$ cat src/rtl/easyaxi_pkg.sv
// Shared widths, response codes and state encoding for the easyaxi read slave.
package easyaxi_pkg;

    localparam int AXI_ID_WIDTH   = 4;
    localparam int AXI_ADDR_WIDTH = 32;
    localparam int AXI_DATA_WIDTH = 32;
    localparam int AXI_LEN_WIDTH  = 8;
    localparam int OST_DEPTH      = 4;

    localparam logic [1:0] RESP_OKAY = 2'b00;

    typedef enum logic {
        RD_IDLE,
        RD_BURST
    } rdState_e;

endpackage

$ cat src/rtl/easyaxi_fifo.sv
// Small synchronous FIFO holding outstanding read requests.
// The head entry is visible on dout_o while the FIFO is not empty.
module easyaxi_fifo #(
    parameter int WIDTH = 8,
    parameter int DEPTH = 4,
    localparam int PTR_W = $clog2(DEPTH),
    localparam int CNT_W = PTR_W + 1
) (
    input  logic             clk,
    input  logic             rst_n,
    input  logic             push_i,
    input  logic [WIDTH-1:0] din_i,
    input  logic             pop_i,
    output logic [WIDTH-1:0] dout_o,
    output logic             full_o,
    output logic             empty_o,
    output logic [CNT_W-1:0] count_o
);

    logic [WIDTH-1:0] mem_q [DEPTH];
    logic [PTR_W-1:0] wrPtr_q;
    logic [PTR_W-1:0] rdPtr_q;
    logic [CNT_W-1:0] count_q;
    logic             doPush;
    logic             doPop;

    // A push into a full FIFO is dropped even when a pop frees a slot this cycle.
    assign doPush  = push_i && !full_o;
    assign doPop   = pop_i && !empty_o;
    assign full_o  = (count_q == CNT_W'(DEPTH));
    assign empty_o = (count_q == '0);
    assign count_o = count_q;
    assign dout_o  = mem_q[rdPtr_q];

    always_ff @(posedge clk or negedge rst_n) begin
        if (!rst_n) begin
            wrPtr_q <= '0;
            rdPtr_q <= '0;
            count_q <= '0;
        end else begin
            if (doPush) begin
                wrPtr_q <= wrPtr_q + PTR_W'(1);
            end
            if (doPop) begin
                rdPtr_q <= rdPtr_q + PTR_W'(1);
            end
            count_q <= count_q + CNT_W'(doPush) - CNT_W'(doPop);
        end
    end

    always_ff @(posedge clk) begin
        if (doPush) begin
            mem_q[wrPtr_q] <= din_i;
        end
    end

endmodule

$ cat src/rtl/easyaxi_slv_rd.sv
// AXI read slave engine: queues AR requests and returns INCR bursts in order,
// with each beat's data equal to that beat's byte address.
module easyaxi_slv_rd
    import easyaxi_pkg::*;
#(
    parameter int ID_W   = AXI_ID_WIDTH,
    parameter int ADDR_W = AXI_ADDR_WIDTH,
    parameter int DATA_W = AXI_DATA_WIDTH,
    parameter int LEN_W  = AXI_LEN_WIDTH,
    parameter int DEPTH  = OST_DEPTH
) (
    input  logic              clk,
    input  logic              rst_n,
    input  logic              enable,
    input  logic              axi_slv_arvalid,
    output logic              axi_slv_arready,
    input  logic [ID_W-1:0]   axi_slv_arid,
    input  logic [ADDR_W-1:0] axi_slv_araddr,
    input  logic [LEN_W-1:0]  axi_slv_arlen,
    output logic              axi_slv_rvalid,
    input  logic              axi_slv_rready,
    output logic [ID_W-1:0]   axi_slv_rid,
    output logic [DATA_W-1:0] axi_slv_rdata,
    output logic [1:0]        axi_slv_rresp,
    output logic              axi_slv_rlast
);

    localparam int CNT_W      = $clog2(DEPTH) + 1;
    localparam int BEAT_BYTES = DATA_W / 8;
    localparam int REQ_W      = ID_W + ADDR_W + LEN_W;

    typedef struct packed {
        logic [ID_W-1:0]   id;
        logic [ADDR_W-1:0] addr;
        logic [LEN_W-1:0]  len;
    } arReq_t;

    arReq_t            pushReq;
    arReq_t            headReq;
    logic              fifoPush;
    logic              fifoPop;
    logic              fifoFull;
    logic              fifoEmpty;
    logic [CNT_W-1:0]  fifoCount;

    rdState_e          state_q, state_d;
    logic              rvalid_q;
    logic              rlast_q;
    logic [ID_W-1:0]   id_q;
    logic [ADDR_W-1:0] curAddr_q;
    logic [LEN_W-1:0]  len_q;
    logic [LEN_W-1:0]  beat_q;
    logic              rHandshake;
    logic              loadBeat;
    logic              stepBeat;
    logic              endBurst;

    // rst_n gates arready directly so no request can be taken while reset is held.
    assign axi_slv_arready = rst_n && enable && (fifoCount != CNT_W'(DEPTH));
    assign fifoPush        = axi_slv_arvalid && axi_slv_arready && !fifoFull;
    assign pushReq         = '{id: axi_slv_arid, addr: axi_slv_araddr, len: axi_slv_arlen};

    easyaxi_fifo #(
        .WIDTH (REQ_W),
        .DEPTH (DEPTH)
    ) u_arFifo (
        .clk     (clk),
        .rst_n   (rst_n),
        .push_i  (fifoPush),
        .din_i   (pushReq),
        .pop_i   (fifoPop),
        .dout_o  (headReq),
        .full_o  (fifoFull),
        .empty_o (fifoEmpty),
        .count_o (fifoCount)
    );

    assign rHandshake = rvalid_q && axi_slv_rready;

    always_ff @(posedge clk or negedge rst_n) begin
        if (!rst_n) begin
            state_q <= RD_IDLE;
        end else begin
            state_q <= state_d;
        end
    end

    always_comb begin
        state_d = state_q;
        case (state_q)
            RD_IDLE: begin
                if (!fifoEmpty) begin
                    state_d = RD_BURST;
                end
            end
            RD_BURST: begin
                if (rHandshake && rlast_q && fifoEmpty) begin
                    state_d = RD_IDLE;
                end
            end
            default: state_d = RD_IDLE;
        endcase
    end

    // Chaining the next pop onto the last handshake avoids a bubble between bursts.
    always_comb begin
        fifoPop  = 1'b0;
        loadBeat = 1'b0;
        stepBeat = 1'b0;
        endBurst = 1'b0;
        case (state_q)
            RD_IDLE: begin
                if (!fifoEmpty) begin
                    fifoPop  = 1'b1;
                    loadBeat = 1'b1;
                end
            end
            RD_BURST: begin
                if (rHandshake) begin
                    if (!rlast_q) begin
                        stepBeat = 1'b1;
                    end else if (!fifoEmpty) begin
                        fifoPop  = 1'b1;
                        loadBeat = 1'b1;
                    end else begin
                        endBurst = 1'b1;
                    end
                end
            end
            default: ;
        endcase
    end

    always_ff @(posedge clk or negedge rst_n) begin
        if (!rst_n) begin
            rvalid_q  <= 1'b0;
            rlast_q   <= 1'b0;
            id_q      <= '0;
            curAddr_q <= '0;
            len_q     <= '0;
            beat_q    <= '0;
        end else if (loadBeat) begin
            rvalid_q  <= 1'b1;
            rlast_q   <= (headReq.len == '0);
            id_q      <= headReq.id;
            curAddr_q <= headReq.addr;
            len_q     <= headReq.len;
            beat_q    <= '0;
        end else if (stepBeat) begin
            rlast_q   <= ((beat_q + LEN_W'(1)) == len_q);
            curAddr_q <= curAddr_q + ADDR_W'(BEAT_BYTES);
            beat_q    <= beat_q + LEN_W'(1);
        end else if (endBurst) begin
            rvalid_q  <= 1'b0;
            rlast_q   <= 1'b0;
        end
    end

    assign axi_slv_rvalid = rvalid_q;
    assign axi_slv_rlast  = rlast_q;
    assign axi_slv_rid    = id_q;
    assign axi_slv_rdata  = DATA_W'(curAddr_q);
    assign axi_slv_rresp  = RESP_OKAY;

endmodule

$ cat config.mk
export PLATFORM = sky130hd
export DESIGN_NAME = easyaxi_slv_rd
export DESIGN_NICKNAME = d
export VERILOG_FILES = /design/src/rtl/easyaxi_pkg.sv /design/src/rtl/easyaxi_fifo.sv /design/src/rtl/easyaxi_slv_rd.sv
export SDC_FILE = /design/constraint.sdc
export NUM_CORES = 1
export LEC_CHECK = 0
export CAP_MARGIN = 20
export CORE_MARGIN = 4
export CORE_UTILIZATION = 33
export DETAILED_ROUTE_END_ITERATION = 7
export GPL_ROUTABILITY_DRIVEN = 0
export PLACE_DENSITY = 0.57
export SLEW_MARGIN = 20
export SYNTH_ARGS = -nofsm -noshare
export SYNTH_HDL_FRONTEND = slang
export SYNTH_HIERARCHICAL = 1
export SYNTH_SLANG_ARGS = --single-unit
$ cat constraint.sdc
create_clock -name clk -period 3.1 [get_ports clk]
set_input_delay 0.62 -clock clk [delete_from_list [all_inputs] [get_ports clk]]
set_output_delay 0.62 -clock clk [all_outputs]
set_load 0.05 [all_outputs]
# Yosys cells after proc, flatten, opt, wreduce, memory -nomap -nowiden
# Memory sizes are Yosys's and may differ from the RTL's.
# Cells that the tools add are included.
[totals]
out_inout_bits = 41
ramBits = 176
word_cells = 63
n_memories = 1
ff_bits = 62
input_bits = 49
[mem_list]
columns = ["memory", "words", "width", "rd", "rd_ports_with_merged_regs", "write_ports", "line_no", "source"]
rows = [
  ["u_arFifo.mem_q", 4, 44, 1, 0, 1, "easyaxi_fifo.sv:20", "logic [WIDTH-1:0] mem_q [DEPTH];"],
]
[classes]
n_reduce_logical = 17
bitwise = 1
add_sub_neg = 6
n_mux = 24
eq_ne = 4
[ops]
columns = ["operator", "n"]
rows = [
  ["32-bit two-way mux", 2],
  ["32-bit by 3-bit adder with 32-bit output, second input constant", 1],
  ["1-bit two-way mux", 18],
  ["8-bit two-way mux", 2],
  ["1-bit logical AND", 9],
  ["8-bit by 1-bit adder with 8-bit output, second input constant", 1],
  ["8-bit equality test", 1],
  ["8-bit logical NOT", 1],
  ["2-bit by 1-bit adder with 2-bit output, second input constant", 2],
  ["1-bit one-hot mux with 2 select lines", 2],
  ["2-bit nonzero test", 2],
  ["3-bit by 1-bit adder with 3-bit output", 1],
  ["3-bit equality test, second input constant", 1],
  ["3-bit logical NOT", 1],
  ["3-bit != test, second input constant", 1],
  ["3-bit nonzero test", 1],
  ["3-bit by 1-bit subtractor with 3-bit output", 1],
  ["1-bit logical NOT", 2],
  ["2-bit by 1-bit != test with 1-bit output, second input constant", 1],
  ["2-bit AND reduction", 1],
  ["1-bit NOT", 1],
]

# Longest topological paths before layout
# Gate-level depths: netlist of run 1.
[logic_depth]
depth_word = 8
mapped_depth = 13
mapped_depth_nobuf = 11

# Hierarchy
# Netlist of run 1, hierarchy kept.
[by_module_without_submodules]
columns = ["module", "seq_area_each_um2", "area_per_inst_um2", "n_inst", "cells_per_inst"]
rows = [
  ["easyaxi_fifo", 5460.2, 6867.8, 1, 272],
  ["easyaxi_slv_rd", 1376.3, 3060.4, 1, 350],
]

# Worst setup path before layout of run 1
# Ideal clock, no wire load.
[synth_path]
path_type = "input-to-reg"
startpoint = "in rst_n"
endpoint = "mem u_arFifo/mem_q[0][0] (netlist bit) (enable)"
setup_time_ps = 406
cell_stages = 4
arrival_ps = 2981
setup_slack_ps = -287
cell_sequence = "nand2_1 a21oi_1 and3b_1 and3b_1"
[synth_via]
elab_chain_len = 7
[synth_lines]
columns = ["element", "line_no", "source"]
rows = [
  ["start, declared", "easyaxi_slv_rd.sv:13", "input logic rst_n,"],
  ["1-bit logical AND (2 in series)", "easyaxi_slv_rd.sv:59", "assign axi_slv_arready = rst_n && enable && (fifoCount != CNT_W'(DEPTH));"],
  ["named net axi_slv_arready", "easyaxi_slv_rd.sv:16", "output logic axi_slv_arready,"],
  ["1-bit logical AND (2 in series)", "easyaxi_slv_rd.sv:60", "assign fifoPush = axi_slv_arvalid && axi_slv_arready && !fifoFull;"],
  ["named net fifoPush", "easyaxi_slv_rd.sv:40", "logic fifoPush;"],
  ["1-bit logical AND", "easyaxi_fifo.sv:28", "assign doPush = push_i && !full_o;"],
  ["1-bit two-way mux", "easyaxi_fifo.sv:52", "if (doPush) begin"],
  ["1-bit two-way mux (not written as such)", "easyaxi_fifo.sv:53", "mem_q[wrPtr_q] <= din_i;"],
  ["end, declared", "easyaxi_fifo.sv:20", ""],
]
# The timed path passes the listed nets, and every way through them passes these cells.

# Worst setup path after layout of run 1
[layout_path]
startpoint = "reg u_arFifo.count_q[2] (netlist: u_arFifo/count_o[2])"
endpoint = "reg u_arFifo.count_q[2] (netlist: u_arFifo/count_o[2])"
[layout_via]
elab_chain_len = 7
elab_cells_between_ends = 16
classes_between = "2 x add/sub; 2 x eq/ne; 4 x mux; 8 x reduce/logical"
[layout_lines]
columns = ["element", "line_no", "source"]
rows = [
  ["start, declared", "easyaxi_fifo.sv:23", "logic [CNT_W-1:0] count_q;"],
  ["start signal, assigned", "easyaxi_fifo.sv:47", "count_q <= count_q + CNT_W'(doPush) - CNT_W'(doPop);"],
  ["3-bit logical NOT (*)", "easyaxi_fifo.sv:31", "assign empty_o = (count_q == '0);"],
  ["named net fifoEmpty", "easyaxi_slv_rd.sv:43", "logic fifoEmpty;"],
  ["1-bit two-way mux", "easyaxi_slv_rd.sv:113, easyaxi_slv_rd.sv:122", ""],
  ["1-bit two-way mux", "easyaxi_slv_rd.sv:120", "if (!rlast_q) begin"],
  ["1-bit two-way mux", "easyaxi_slv_rd.sv:119", "if (rHandshake) begin"],
  ["1-bit one-hot mux with 2 select lines", "easyaxi_slv_rd.sv:111", "case (state_q)"],
  ["1-bit logical AND (*)", "easyaxi_fifo.sv:29", "assign doPop = pop_i && !empty_o;"],
  ["named net u_arFifo.doPop", "easyaxi_fifo.sv:25", "logic doPop;"],
  ["3-bit by 1-bit subtractor with 3-bit output (*)", "easyaxi_fifo.sv:47", ""],
]
# The timed path passes the listed nets; every way through them passes the cells marked *.
# A chain may end at the register's enable or synchronous reset.

==> results of run 1 <==
-- layer usage --
metal | track usage [%] | vias to the layer above | routed length (um)
li1 | - | 2608 | -
met5 | 0 | - | 25
met4 | 2.762 | 4 | 293
met3 | 2.304 | 31 | 1096
met2 | 20.50 | 125 | 10060
met1 | 18.74 | 2833 | 9972
-- power by group through the flow --
stage          Combinational [uW]  Sequential, uW  Clock (uW)
2_1_floorplan                1640            5170           0
3_3_place_gp                 3280            4620           0
3_5_place_dp                 3300            4620           0
4_1_cts                      3310            4570        3130
5_1_grt                      3500            4650        3260
6_report                     3250            4550        3040
-- stage by stage --
step                total power, uW  instances  hold slack, ns  util (%)  instance area (um2)
floorplan                      6815        623          0.3244         -                 9941
global placement               7902       1097          0.4524     38.29                11350
detailed placement             7923       1097          0.4488     38.29                11350
CTS                           11000       1146          0.4489     41.21                12210
global route                  11410       1146          0.4718     41.21                12210
finish                        10830       1146          0.4579     41.21                12210
-- how the worst min path moves through the flow --
stage                      from                      endpoint  slack (ns)
after CTS                 rst_n  axi_slv_rdata[0]$_DFFE_PN0P_        0.45
after floorplan           rst_n  axi_slv_rdata[0]$_DFFE_PN0P_        0.32
final                     rst_n  axi_slv_rdata[0]$_DFFE_PN0P_        0.46
after global routing      rst_n  axi_slv_rdata[0]$_DFFE_PN0P_        0.47
after global placement    rst_n  axi_slv_rdata[0]$_DFFE_PN0P_        0.45
after detailed placement  rst_n  axi_slv_rdata[0]$_DFFE_PN0P_        0.45
-- state kept, by name (all words and copies together) (netlist names) --
name,cells
u_arFifo/mem_q,176
axi_slv_rvalid,1
axi_slv_rdata,32
beat_q,8
state_q,1
axi_slv_rlast,1
u_arFifo/wrPtr_q,2
u_arFifo/count_o,3
axi_slv_rid,4
len_q,8
u_arFifo/rdPtr_q,2
-- layout make-up --
class / count / area [um2] / area share [%]
Clock buffer: 30 / 686.9 / 5.624
Clock inverter: 18 / 166.4 / 1.363
Inverter: 8 / 30.03 / 0.2459
Multi-Input combinational cell: 350 / 2869 / 23.49
Sequential cell: 238 / 6842 / 56.02
Tap cell: 390 / 488.0 / 3.995
Timing Repair Buffer: 112 / 1131 / 9.261
-- cells in the mapped netlist (2+ instances only) --
master     instances  share of area [%]
a21oi_1           13               0.66
a22oi_1            2               0.15
a31oi_1            2               0.13
and2_1             7               0.44
and3_1             9               0.57
and3b_1            5               0.44
and4_1             3               0.26
buf_12             4               0.81
buf_2             13               0.66
buf_4              2               0.15
buf_6              2               0.23
clkbuf_1           6               0.23
dfrtp_1           62                 16
edfxtp_1         176                 53
ha_1               8                1.0
inv_1              7               0.26
mux4_1             2               0.53
mux4_2            42                9.5
nand2_1           92                3.5
nand2b_1           7               0.44
nand3_1           17               0.86
nand4_1           10               0.63
nand4bb_1          2               0.23
nor2_1            16               0.60
nor2b_1            2               0.13
nor3_1             4               0.20
nor3b_2            2               0.25
nor4_1             2               0.13
o211ai_1           4               0.30
o21ai_1           37                1.9
o311ai_1           3               0.26
o31ai_1            5               0.38
xnor2_1           10               0.88
xor2_1            24                2.1
-- logic make-up (layout without fill, tap and decap cells) --
family | Yosys count | in the layout | synth area share (%)
and+or+nand+nor | 188 | 188 | 10.06
AOI/OAI and AO/OA | 73 | 73 | 4.411
adders and majority gates | 9 | 9 | 1.210
buffers and inverters | 35 | 168 | 2.369
xor gates and xnor gates | 34 | 34 | 2.999
DFF | 238 | 238 | 68.86
muxes | 44 | 44 | 10.06
other | 1 | 2 | 0.03777
-- timing repair --
action | in CTS | in global routing
hold endpoints to repair | 1 | 0
hold buffers | 1 | 0
buffers inserted | 0 | 0
setup endpoints to repair | 0 | 0
==> results.cfg, run 1 <==
[pwr]
p_sw_share_pct = 34.15
combPwrFrac_pct = 30.0
p_leak_uw = 0.004287
irDropWorstVdd_mv = 0.4826
clockPowerShare_pct = 28.0
powerDensity_nw_per_um2 = 887.0
p_int_uw = 7134
p_switching_uw = 3700
seqPwrFrac_pct = 42.0

[final_layout]
fin_nets = 794
fillerInstances = 2736
drive_above_1_share_pct = 16.67
syn2layout_area_growth_pct = 23.01
antenna_cells = 0
layout_commonest_cell = edfxtp_1
layout_common_cells = 176 x edfxtp_1, 92 x nand2_1, 85 x clkdlybuf4s50_1

[setup_path]
crit_end = u_arFifo/count_o[2]$_DFF_PN0_
reg2reg_to = u_arFifo/count_o[2]$_DFF_PN0_
worstReg2RegStart = u_arFifo/count_o[2]$_DFF_PN0_
cp-end-kind = register
slowest_stage = dfrtp_1
crit_buf_inv = 4
cp-startpoint = u_arFifo/count_o[2]$_DFF_PN0_
cpLargestDelayFamily = adder cells
path_cells = nor3_1, buf_4, a21o_4, inv_2, o31ai_1, inv_1, ha_1, inv_1, ha_1, fa_1, xor2_1, xnor2_1
critPathMaxFanout = 8
slowest_delay_ns = 0.48
r2r_cells = 12
critPathLaunchType = register
crit_type = register to register
reg2reg_slack_ns = 0.49
cp_num_cells = 12
cp.arrival_ns = 3.00
crit_required_ns = 3.49

[sta]
worstMarginPinSlew_ns = 0.9869
rsz0062_at_grt = no
timing.final.ws_setup_ns = 0.4911
fin_crit_sh_pct = 84.16
skew_ns = 0.01266
slew_viol_final = 0
hold_viol_final = 0
finalSetupViolations = 0
max_freq_mhz = 383.3
setup_tns_ns = 0
maxSlewHeadroom_pct = 33.96
period_minus_slack_ns = 2.609

[detailed_routing]
first_iter_violations = 378
drc = 0
viasPerCell = 4.887
ant_nets = 0
wl_per_cell_um = 18.71
wl_um = 21440
drtPass1Iterations = 5
num_vias = 5601

[flow_run]
cap_viol_max_count = 0

[global_route]
grt_usage_pct = 12.89
grt_pass1_vias = 5765
grt_first_pass_wirelength_um = 33690
grt_overflow = 0
antenna_found_initial = 2
grt_max_degree = 62

[yosys]
synth-edff-count = 176
ys_types = 54
synthFlopType = edfxtp_1
async_reset_ff_share_pct = 26.05
synthCells = 622
yosys_warnings = 6
netlist_area_um2 = 9928
yosysSeqAreaShare_pct = 68.86
avgSynthCellArea_um2 = 15.96
ys_seq_elements = 238

[worst_hold_path]
hold_class = input pin to asynchronous set/reset pin

[clock_network]
clk_latency_ns = 0.52
cts-buffers-inserted = 26
clk_path_buf_depth = 3
cts_tree = built
root_buffer = clkbuf_16
cts-resized-gates = 0
htreeDepth = 1
clock-sinks = 238
clk_pin_slew_ns = 0.06

[die]
dieArea_um2 = 32920
placeableCoreArea_um2 = 29640
num_rows = 63
initial_utilization_pct = 33.50
die_h_um = 181.5
die_w_um = 181.5
io_pins = 90

[place]
place_ws_ns = 0.1718
io_buffers = 87
place_hpwl_um = 13980

[status]
status = complete, no violations
No activity file was read; power rests on OpenSTA's default activity.
==> run 2: changes to the inputs <==
- clock period: 3.1 -> 2.7 ns (I/O delays scaled with it)
==> results.cfg, run 2 (synthesis results as in run 1) <==
[status]
status = complete, no violations

[worst_hold_path]
hold_class = input pin to asynchronous set/reset pin

[sta]
maxSlewHeadroom_pct = 57.78
skew_ns = 0.01357
period_minus_slack_ns = 2.538
timing.final.ws_setup_ns = 0.1619
finalSetupViolations = 0
hold_slack_ns = 0.1492
hold_viol_final = 0
slew_viol_final = 0
fin_crit_sh_pct = 94.00
worstMarginPinSlew_ns = 0.6285
rsz0062_at_grt = no
max_freq_mhz = 394.0

[global_route]
grt_overflow = 0
grt_max_degree = 38
grt_first_pass_wirelength_um = 34710
antenna_found_initial = 0
grt_pass1_vias = 5958
grt_usage_pct = 13.33

[clock_network]
clock-sinks = 238
cts-resized-gates = 0
postCtsSetupRepairBufs = 0
cts_tree = built
clk_path_buf_depth = 3
cts_hold_buffers = 0
htreeDepth = 1
clk_pin_slew_ns = 0.06
clk_latency_ns = 0.51
cts-buffers-inserted = 25
root_buffer = clkbuf_16

[place]
place_ws_ns = -0.1513
place_hpwl_um = 14650
dp.cells = 1106
io_buffers = 87

[die]
die_w_um = 181.5
io_pins = 90
initial_utilization_pct = 33.50
placeableCoreArea_um2 = 29640
num_rows = 63
dieArea_um2 = 32920
die_h_um = 181.5

[final_layout]
post-route-util_pct = 41.11
layout_commonest_cell = edfxtp_1
syn2layout_area_growth_pct = 22.72
largest_reg_flops = 176
instances_no_fill = 1151
fin_nets = 801
drive_above_1_share_pct = 17.48
antenna_cells = 0
layout_common_cells = 176 x edfxtp_1, 92 x nand2_1, 85 x clkdlybuf4s50_1
top_register = u_arFifo/mem_q

[detailed_routing]
first_iter_violations = 272
viasPerCell = 4.883
ant_nets = 0
drc = 0
wl_per_cell_um = 18.88
wl_um = 21730
drtPass1Iterations = 4
num_vias = 5620

[setup_path]
cp.arrival_ns = 2.92
cp-end-kind = register
crit_type = register to register
critPathMaxFanout = 8
crit_required_ns = 3.08
critPathLaunchType = register

[pwr]
irDropWorstVdd_mv = 0.4669
powerDensity_nw_per_um2 = 1002
p_leak_uw = 0.004277
power_uw = 12210

[flow_run]
cap_viol_max_count = 0
-- run 2: area by class of cell --
type                       instances  area, um2
clock inverter                    13      115.1
timing repair buffer             120       1176
clock buffer                      32      651.9
fill                            2767      17450
inverter                           8      30.03
sequential                       238       6842
multi-input combinational        350       2882
tap                              390      488.0
-- run 2: path summary, 6_finish.rpt --
kind / endpoint / from / slack, ns / cells past startpoint
worst max-delay path: u_arFifo/count_o[2]$_DFF_PN0_ / u_arFifo/count_o[2]$_DFF_PN0_ / 0.16 / 11
worst min-delay path: beat_q[7]$_DFFE_PN0P_ / rst_n / 0.15 / 2
worst max register to register: u_arFifo/count_o[2]$_DFF_PN0_ / u_arFifo/count_o[2]$_DFF_PN0_ / 0.16 / 11
worst min register to register: axi_slv_rid[2]$_DFFE_PN0P_ / axi_slv_rid[2]$_DFFE_PN0P_ / 0.47 / 2
max in group asynchronous: len_q[0]$_DFFE_PN0P_ / rst_n / 1.71 / 3
min in group clk: axi_slv_rid[2]$_DFFE_PN0P_ / axi_slv_rid[2]$_DFFE_PN0P_ / 0.47 / 2
-- run 2: worst max-delay path: stages, from the launching register on --
cell and delay (ns):
dfrtp_1 0.50, nor3_2 0.30, a21o_4 0.13, inv_2 0.03, o31ai_1 0.07, inv_1 0.09, ha_1 0.29, inv_1 0.04
ha_1 0.21, fa_1 0.45, xor2_1 0.16, xnor2_1 0.12
-- run 2: per-layer routing --
metal  GRT usage (%)  vias up  part of all wire (%)
met5               0        -                     0
met1           18.08     2838                    44
met2           22.97      136                    50
met3           2.183       27                   4.7
met4           2.522        0                   1.6
li1                -     2619                     -
-- run 2: through the flow --
stage	TNS, ns	cell area (um2)
after global placement	-0.08416	11420
after CTS	0	12180
final	0	12180
after floorplan	0	9956
after detailed placement	-0.1513	11420
after global routing	0	12180
-- run 2: where the power goes --
group	switching, uW	internal [uW]
clock	1320	1890
sequential	704	4510
combinational	2170	1620
total	4200	8010
==> run 3: changes to the inputs <==
- CORE_UTILIZATION: 33 -> 45
- CTS_CLUSTER_DIAMETER: unset -> 40
- PLACE_DENSITY: 0.57 -> 0.71
- clock period: 2.7 -> 2.6 ns (I/O delays scaled with it)
==> results.cfg, run 3 (synthesis results as in run 1) <==
[status]
status = complete, no violations

[place]
place_hpwl_um = 13550
io_buffers = 87
place_ws_ns = -0.1915
dp.cells = 995

[setup_path]
path_cells = clkdlybuf4s50_1
crit_buf_inv = 1
cp-end-kind = primary output
r2r_cells = 11
cp.arrival_ns = 1.87
cpLargestDelayFamily = buffers and inverters
reg2reg_slack_ns = 0.21
reg2reg_to = u_arFifo/count_o[2]$_DFF_PN0_
critPathMaxFanout = 6
worstReg2RegStart = u_arFifo/count_o[1]$_DFF_PN0_
slowest_stage = clkdlybuf4s50_1
slowest_delay_ns = 0.86
critPathLaunchType = register
crit_type = register to primary output
crit_required_ns = 2.08

[sta]
max_freq_mhz = 417.7
fin_crit_sh_pct = 92.07
hold_slack_ns = 0.2946
timing.final.ws_setup_ns = 0.2061
maxSlewHeadroom_pct = 42.86
slew_viol_final = 0
skew_ns = 0.01292
finalSetupViolations = 0
worstMarginPinSlew_ns = 0.8572
period_minus_slack_ns = 2.394
hold_viol_final = 0
rsz0062_at_grt = no

[die]
placeableCoreArea_um2 = 21760
num_rows = 54
die_w_um = 156.5
dieArea_um2 = 24500
die_h_um = 156.5
io_pins = 90
initial_utilization_pct = 45.63

[global_route]
grt_overflow = 0
grt_first_pass_wirelength_um = 33090
grt_max_degree = 64
grt_usage_pct = 17.11
grt_pass1_vias = 6132
antenna_found_initial = 0

[final_layout]
layout_common_cells = 176 x edfxtp_1, 92 x nand2_1, 85 x clkdlybuf4s50_1
top_register = u_arFifo/mem_q
antenna_cells = 0
largest_reg_flops = 176
syn2layout_area_growth_pct = 23.88
instances_no_fill = 1051
drive_above_1_share_pct = 19.71
fin_nets = 805
post-route-util_pct = 56.53
layout_commonest_cell = edfxtp_1

[clock_network]
cts-resized-gates = 0
htreeDepth = 1
cts-buffers-inserted = 30
cts_hold_buffers = 0
clock-sinks = 238
cts_tree = built
clk_latency_ns = 0.53
clk_pin_slew_ns = 0.06
root_buffer = clkbuf_16
postCtsSetupRepairBufs = 0
clk_path_buf_depth = 3

[detailed_routing]
drtPass1Iterations = 5
viasPerCell = 5.510
wl_per_cell_um = 19.76
wl_um = 20770
ant_nets = 0
drc = 0
num_vias = 5791
first_iter_violations = 326

[worst_hold_path]
hold_class = input pin to asynchronous set/reset pin

[pwr]
power_uw = 13490
p_leak_uw = 0.004393
powerDensity_nw_per_um2 = 1097
irDropWorstVdd_mv = 0.7811

[flow_run]
cap_viol_max_count = 0
-- run 3: cell count changes in the layout (fill, tap and decap cells not counted), moves of 3 or more --
cell        change
clkbuf_1        -5
inv_6           +4
clkbuf_16       +6
clkinvlp_4      +3
-- run 3: area by class of cell --
| type | count | area [um2] |
|---|---|---|
| flip-flops and latches | 238 | 6842 |
| fillers | 1709 | 9457 |
| inverters | 8 | 30.03 |
| clock inverters | 21 | 209.0 |
| repair buffers | 119 | 1166 |
| clock buffers | 35 | 810.8 |
| multi-input cells | 350 | 2892 |
| well taps | 280 | 350.3 |
-- run 3: through the flow --
step                setup TNS [ns]  area (um2)
detailed placement          -1.578       11280
global placement           -0.7509       11280
global route                     0       12300
finish                           0       12300
CTS                              0       12300
floorplan                        0        9968
-- run 3: worst max path at each step --
stage                                  startpoint                             to  slack [ns]  cells after the start
finish              axi_slv_rdata[11]$_DFFE_PN0P_              axi_slv_rdata[11]        0.21                      1
global route        u_arFifo/count_o[1]$_DFF_PN0_  u_arFifo/count_o[2]$_DFF_PN0_        0.12                     11
CTS                  axi_slv_rdata[4]$_DFFE_PN0P_               axi_slv_rdata[4]        0.18                      1
detailed placement                 axi_slv_rready  u_arFifo/count_o[2]$_DFF_PN0_       -0.19                     12
global placement                   axi_slv_rready  u_arFifo/count_o[2]$_DFF_PN0_       -0.15                     12
floorplan                                   rst_n  u_arFifo/count_o[2]$_DFF_PN0_        0.04                     10
-- run 3: report_power, final --
group / internal (uW) / leakage, uW / switching, uW
Clock: 2540 / 0.000491 / 1570
Combinational: 1700 / 0.00153 / 2290
Sequential: 4680 / 0.00237 / 711
Total: 8920 / 0.00439 / 4570
-- run 3: per-layer routing --
layer | vias to the layer above | GRT usage [%] | wire length, um
met2 | 184 | 29.46 | 10770
li1 | 2627 | - | -
met3 | 36 | 3.042 | 1374
met1 | 2944 | 22.93 | 8235
met4 | 0 | 3.967 | 385
met5 | - | 0 | 0
